## src/rtl/accelbrot_com_pkg.sv

```systemverilog
// accelbrot_com_pkg: shared types and constants for the accelbrot_com blocks
package accelbrot_com_pkg;
  typedef enum logic [1:0] {IDLE, REQ, DATA, SETTLE} burst_drain_state_t;
  localparam int RAM_RD_LATENCY = 2;
endpackage

```

## src/rtl/accelbrot_com_reg_slice.sv

```systemverilog
// accelbrot_com_reg_slice: 1-entry valid/ready register stage, holds its word until accepted
module accelbrot_com_reg_slice #(
  parameter int W = 32
) (
  input  logic         clk,
  input  logic         rstn,
  input  logic         in_valid,
  output logic         in_ready,
  input  logic [W-1:0] in_data,
  output logic         out_valid,
  input  logic         out_ready,
  output logic [W-1:0] out_data
);
  assign in_ready = !out_valid || out_ready;
  always_ff @(posedge clk or negedge rstn) begin
    if (!rstn) begin
      out_valid <= 1'b0;
      out_data  <= '0;
    end else if (in_ready) begin
      out_valid <= in_valid;
      if (in_valid) out_data <= in_data;
    end
  end
endmodule

```

## src/rtl/accelbrot_com_burst_drain.sv

```systemverilog
// accelbrot_com_burst_drain: cuts the FIFO read stream into length-requested bursts with a last flag
module accelbrot_com_burst_drain
  import accelbrot_com_pkg::*;
#(
  parameter int DATA_WIDTH = 32,
  parameter int DEPTH      = 16,
  parameter int SIZE_WIDTH = $clog2(DEPTH + 1),
  parameter int BURST_LEN  = 8,
  parameter int LEN_WIDTH  = $clog2(BURST_LEN + 1),
  parameter int TIMEOUT    = 64,
  parameter int SETTLE_CYC = RAM_RD_LATENCY + 1
) (
  input  logic                  clk,
  input  logic                  rstn,
  input  logic                  flush,
  input  logic [SIZE_WIDTH-1:0] fifo_readable,
  output logic                  fifo_rd_ready,
  input  logic                  fifo_rd_valid,
  input  logic [DATA_WIDTH-1:0] fifo_rd_data,
  output logic                  req_valid,
  input  logic                  req_ready,
  output logic [LEN_WIDTH-1:0]  req_len,
  output logic                  out_valid,
  input  logic                  out_ready,
  output logic [DATA_WIDTH-1:0] out_data,
  output logic                  out_last,
  output logic                  busy
);
  localparam int IW = TIMEOUT > 0 ? $clog2(TIMEOUT + 1) : 1;
  localparam int SW = $clog2(SETTLE_CYC + 2);
  localparam logic [SIZE_WIDTH-1:0] FULL_R = SIZE_WIDTH'(BURST_LEN);
  localparam logic [IW-1:0] TO = IW'(TIMEOUT);
  localparam logic [SW-1:0] SLAST = SW'(SETTLE_CYC > 0 ? SETTLE_CYC - 1 : 0);
  burst_drain_state_t state;
  logic [IW-1:0] idle_cnt;
  logic [SW-1:0] settle_cnt;
  logic [LEN_WIDTH-1:0] pull_cnt, send_cnt;
  logic flush_pending, slice_ready, full, partial, timed_out, issue, fifo_hs, out_hs;
  assign fifo_rd_ready = pull_cnt != '0 && slice_ready;
  assign fifo_hs = fifo_rd_ready && fifo_rd_valid;
  assign out_hs = out_valid && out_ready;
  assign out_last = out_valid && send_cnt == LEN_WIDTH'(1);
  assign busy = state != IDLE || flush_pending;
  assign full = fifo_readable >= FULL_R;
  assign partial = fifo_readable != '0 && !full;
  assign timed_out = TIMEOUT != 0 && idle_cnt == TO;
  assign issue = state == IDLE && (full || (partial && (flush_pending || timed_out)));
  accelbrot_com_reg_slice #(.W(DATA_WIDTH)) u_out (
    .clk(clk), .rstn(rstn),
    .in_valid(fifo_rd_valid && pull_cnt != '0), .in_ready(slice_ready), .in_data(fifo_rd_data),
    .out_valid(out_valid), .out_ready(out_ready), .out_data(out_data)
  );
  // an issued burst always clears a pending flush, even one arriving in the same cycle
  always_ff @(posedge clk or negedge rstn) begin
    if (!rstn) begin
      state         <= IDLE;
      idle_cnt      <= '0;
      settle_cnt    <= '0;
      pull_cnt      <= '0;
      send_cnt      <= '0;
      flush_pending <= 1'b0;
      req_valid     <= 1'b0;
      req_len       <= '0;
    end else begin
      flush_pending <= issue ? 1'b0 : flush || (flush_pending && !(state == IDLE && fifo_readable == '0));
      idle_cnt <= (state == IDLE && partial && !issue) ? (idle_cnt == TO ? idle_cnt : idle_cnt + 1'b1) : '0;
      case (state)
        IDLE: if (issue) begin
          state     <= REQ;
          req_valid <= 1'b1;
          req_len   <= full ? LEN_WIDTH'(BURST_LEN) : LEN_WIDTH'(fifo_readable);
        end
        REQ: if (req_ready) begin
          state     <= DATA;
          req_valid <= 1'b0;
          pull_cnt  <= req_len;
          send_cnt  <= req_len;
        end
        DATA: begin
          if (fifo_hs) pull_cnt <= pull_cnt - 1'b1;
          if (out_hs) send_cnt <= send_cnt - 1'b1;
          if (out_hs && send_cnt == LEN_WIDTH'(1)) begin
            state      <= SETTLE;
            settle_cnt <= '0;
          end
        end
        SETTLE: begin
          settle_cnt <= settle_cnt + 1'b1;
          if (settle_cnt >= SLAST) state <= IDLE;
        end
      endcase
    end
  end
endmodule

```

## config.mk

```make
export PLATFORM = sky130hd
export DESIGN_NAME = accelbrot_com_burst_drain
export DESIGN_NICKNAME = d
export VERILOG_FILES = /design/src/rtl/accelbrot_com_pkg.sv /design/src/rtl/accelbrot_com_reg_slice.sv /design/src/rtl/accelbrot_com_burst_drain.sv
export SDC_FILE = /design/constraint.sdc
export NUM_CORES = 1
export LEC_CHECK = 0
export BUFFER_PORTS_ARGS = -buffer_cell sky130_fd_sc_hd__buf_4
export CORE_ASPECT_RATIO = 1.4
export CORE_MARGIN = 8
export CORE_UTILIZATION = 52
export DETAILED_ROUTE_END_ITERATION = 6
export PLACE_DENSITY = 0.76
export SLEW_MARGIN = 20
export SYNTH_ARGS = -nofsm -noshare
export SYNTH_HDL_FRONTEND = slang
export SYNTH_HIERARCHICAL = 1
export SYNTH_SLANG_ARGS = --single-unit
```

## constraint.sdc

```tcl
create_clock -name clk -period 2.25 [get_ports clk]
set_clock_uncertainty 0.05 [all_clocks]
set_input_delay 0.45 -clock clk [delete_from_list [all_inputs] [get_ports clk]]
set_output_delay 0.45 -clock clk [all_outputs]
set_load 0.02 [all_outputs]
```

==> summary.md <==
TritonCTS built the clock tree. The run gives 4750 microns as the HPWL reported at the end of detailed placement. The floorplan step set the die height to 104 microns. The worst setup path is of the reg -> reg kind. The final total negative setup slack was 0 ps. Setup repair after global routing left no endpoint under its margin. The ratio of total power to cell area was 1410 mW/mm^2; the fill cell instance count of the final layout was 431.

The overall power after layout is 5.36 mW. The arrival time of the worst setup path is 2210 ps. Summing every instance area after synthesis gives 0.00288 sq mm.

Setup violations remaining at the end of the flow were counted as 0. The tools report the vias after detailed routing as 2,017. The count of buffers added on input and output ports is 83. Based on the critical path, the design can be clocked at up to 489 MHz.

The top cell types in the final layout, fill and taps aside, are 84 x sky130_fd_sc_hd__buf_4, 59 x sky130_fd_sc_hd__dfrtp_1, 31 x sky130_fd_sc_hd__mux2_4, 14 x sky130_fd_sc_hd__nor2_1. The clock-pin slew on the worst setup and hold paths was 70 ps; the average size of a mapped cell was 12.7 sq um. For this run, the number of Yosys warnings is 6. The worst setup path is captured at a flop. Cell row count: 32.

The final global-route overflow total is 0. The first global-routing pass estimated 10,500 microns of wire. In this run the static leakage power is 1.88 nW. The congestion estimate from routability-driven global placement came to 0.789. For the number of buffers inserted by post-CTS setup repair, the log shows 0. Including well taps, the total number of placed cells is 373. The post-route DRC violation count came out at 0. The average detailed-routed wire length per instance came out at 16.3 microns.

In this run the horizontal extent of the chip is 78.8 microns. For this block, the routed nets add up to 6330 microns of wire. The worst endpoint required time was 2420 ps. Initial antenna violation count: 0. Of all nets on the critical path, the largest fanout is 6.

Critical path launch point type: a flop. After the first detailed-routing iteration, the DRC count stood at 53. The number of standard cells in the final layout excluding fillers is 389, and the number of cells upsized or downsized after cts is 0. Worst-margin pin slew: 723 ps. Dividing the detail-routed via count by the number of cells gives 5.19. The clock period could shrink to 2040 ps.

For flop-to-flop paths, the worst setup slack is 210 ps. The min-delay analysis places its worst path in the category in -> async. The buffer cell driving the clock tree root is sky130_fd_sc_hd__clkbuf_8. The reported max-cap violation count came out at 0. Summing all multi-input logic gate instances after layout gives 0.00128 sq mm. The run gives 279 as the number of nets produced by synthesis.

The final max-slew violation count was 0; the count of TritonRoute iterations in the first routing pass was 4. After synthesis, flip-flops and latches occupy 51.3% of the total area. The share of the cycle needed by the critical path after routing was 90.8%; the initial core utilization was 52.8%. The die covers 0.00820 sq mm. The run gives 2,151 as the number of global-route vias before repair. The number of clock buffers added by TritonCTS is 9.

The run gives 0 as the final antenna-violating net count. In this run the count of I/O pins placed on the die edge is 84. The flow ran to the end, and the final reports show no timing, DRC or antenna violations. For the peak supply drop, the log shows 0.747 mV. The H-tree was split into 3 levels.

Compared with the post-synthesis result, the final layout area differs by 31.7%. The total routing usage reported by global routing is 16.3%. The fraction of final layout cells sized beyond drive strength 1 was 44.9%; the post-cts hold buffer count was 0. The number of synthesized register bits is 59, and the maximum number of pins on one net before global-route repair is 60. The net count reported at finish is 369, and the antenna diode instance count is 0.

The core outline area came out at 0.00545 sq mm. Across all hold checks on the routed design, the worst slack comes to 115 ps. The most common cell after layout, fill and taps aside is sky130_fd_sc_hd__buf_4. The number of distinct library cells after synthesis was 42; the count of clock tree sinks was 59. For this run, the share of the core covered by cells in the final layout is 69.6%. The area taken by flip-flops and latches is 0.00148 sq mm, and the maximum number of buffers from clock root to sink is 2.

The run gives 340 ps as the clock latency at the later pin of the worst-skew pair. The tools report the number of instances in the synthesized netlist as 226. The final number of hold-violating endpoints came out at 0. The tightest slew margin relative to the limit is 51.8%.
[cells by family after synthesis]
kind of cell    count (synthesis)  share of synthesized area (%)
flops                          59                           51.3
compound gates                 31                           7.53
xor+xnor                        5                           1.52
buf+inv                        19                           4.22
simple gates                   63                           11.9
fa+ha+maj                      10                           4.35
mux                            39                           19.1
[cell usage after synthesis]
| cell type | n | area (sq um) |
|---|---|---|
| sky130_fd_sc_hd__o221ai_2 | 1 | 15.0 |
| sky130_fd_sc_hd__buf_2 | 1 | 5.00 |
| sky130_fd_sc_hd__clkbuf_1 | 2 | 7.51 |
| sky130_fd_sc_hd__buf_1 | 1 | 3.75 |
| sky130_fd_sc_hd__mux2_4 | 31 | 465 |
| sky130_fd_sc_hd__a211oi_1 | 2 | 15.0 |
| sky130_fd_sc_hd__nor4b_1 | 1 | 8.76 |
| sky130_fd_sc_hd__o211ai_1 | 1 | 7.51 |
| sky130_fd_sc_hd__ha_1 | 10 | 125 |
| sky130_fd_sc_hd__nand2b_4 | 1 | 13.8 |
| sky130_fd_sc_hd__mux2_2 | 3 | 33.8 |
| sky130_fd_sc_hd__and3_1 | 2 | 12.5 |
| sky130_fd_sc_hd__buf_12 | 3 | 60.1 |
| sky130_fd_sc_hd__a21boi_1 | 1 | 7.51 |
| sky130_fd_sc_hd__nand2_1 | 13 | 48.8 |
| sky130_fd_sc_hd__o21ai_0 | 13 | 65.1 |
| sky130_fd_sc_hd__nor4_1 | 2 | 12.5 |
| sky130_fd_sc_hd__nor2b_1 | 3 | 18.8 |
| sky130_fd_sc_hd__nand3_1 | 7 | 35.0 |
| sky130_fd_sc_hd__nor3_1 | 5 | 25.0 |
| sky130_fd_sc_hd__dfrtp_1 | 59 | 1480 |
| sky130_fd_sc_hd__a32o_1 | 1 | 10.0 |
| sky130_fd_sc_hd__a21oi_1 | 4 | 20.0 |
| sky130_fd_sc_hd__or2b_1 | 1 | 7.51 |
| sky130_fd_sc_hd__inv_1 | 12 | 45.0 |
| sky130_fd_sc_hd__o311ai_2 | 1 | 16.3 |
| sky130_fd_sc_hd__a211oi_2 | 1 | 12.5 |
| sky130_fd_sc_hd__nand2b_1 | 4 | 25.0 |
| sky130_fd_sc_hd__a21o_1 | 2 | 15.0 |
| sky130_fd_sc_hd__xnor2_1 | 2 | 17.5 |
| sky130_fd_sc_hd__or2_2 | 1 | 6.26 |
| sky130_fd_sc_hd__and4bb_2 | 1 | 12.5 |
| sky130_fd_sc_hd__a22o_1 | 2 | 17.5 |
| sky130_fd_sc_hd__nor3b_1 | 3 | 22.5 |
| sky130_fd_sc_hd__or4_4 | 1 | 11.3 |
| sky130_fd_sc_hd__o21a_1 | 2 | 15.0 |
| sky130_fd_sc_hd__xor2_1 | 3 | 26.3 |
| sky130_fd_sc_hd__or3_1 | 2 | 12.5 |
| sky130_fd_sc_hd__mux2i_1 | 5 | 50.1 |
| sky130_fd_sc_hd__or2_1 | 1 | 6.26 |
| sky130_fd_sc_hd__nand2_4 | 1 | 11.3 |
| sky130_fd_sc_hd__nor2_1 | 14 | 52.6 |
[power by group]
part / switching, mW / total (mW) / internal, mW
combinational: 1.23 / 2.48 / 1.24
sequential: 0.308 / 1.80 / 1.49
clock: 0.400 / 1.08 / 0.682
total: 1.94 / 5.36 / 3.41
[flip-flops by register name, summed over array words and instances (netlist names)]
name	cells
flush_pending	1
u_out/out_data	32
idle_cnt	7
req_valid	1
req_len	4
pull_cnt	4
send_cnt	4
u_out/out_valid	1
settle_cnt	3
state	2
[critical path, stage by stage (launching register included)]
cell and delay (ps):
sky130_fd_sc_hd__dfrtp_1 430, sky130_fd_sc_hd__nor4_1 290, sky130_fd_sc_hd__and3_1 340, sky130_fd_sc_hd__o221ai_2 150
sky130_fd_sc_hd__a211oi_2 320, sky130_fd_sc_hd__mux2_4 340
[worst paths after layout]
check	from	to	depth (start not counted)
min in group clk	flush	flush_pending	2
hold reg to reg	idle_cnt[0]	idle_cnt[0]	1
setup / recovery	idle_cnt[3]	state[1]	5
max in group asynchronous	rstn	pull_cnt[3]	1
hold / removal	rstn	u_out/out_data[10]	1
setup reg to reg	idle_cnt[3]	state[1]	5
[cell type report]
| class | instances | share of cell area [%] |
|---|---|---|
| repair buffers | 86 | 17.7 |
| inverters | 12 | 1.19 |
| clock inverters | 4 | 1.92 |
| flip-flops and latches | 59 | 39.0 |
| multi-input cells | 148 | 33.9 |
| clock buffers | 12 | 4.10 |
| well taps | 68 | 2.25 |
[per-stage QoR]
| stage | setup WS [ps] | area, sq um |
|---|---|---|
| after floorplan | 327 | 2880 |
| after global placement | 219 | 3550 |
| after detailed placement | 156 | 3550 |
| after CTS | 95.1 | 3780 |
| after global routing | 91.4 | 3790 |
| final | 206 | 3790 |
[routing by layer]
| layer | track usage [%] | routed length (microns) | vias up | share of wire [%] |
|---|---|---|---|---|
| met5 | 0 | 0 | - | 0 |
| met1 | 19.2 | 2790 | 969 | 44 |
| li1 | - | - | 970 | - |
| met2 | 25.5 | 2990 | 66 | 47 |
| met4 | 10.8 | 175 | 0 | 2.8 |
| met3 | 3.89 | 370 | 12 | 5.8 |
No activity file was read; power rests on OpenSTA's default activity.
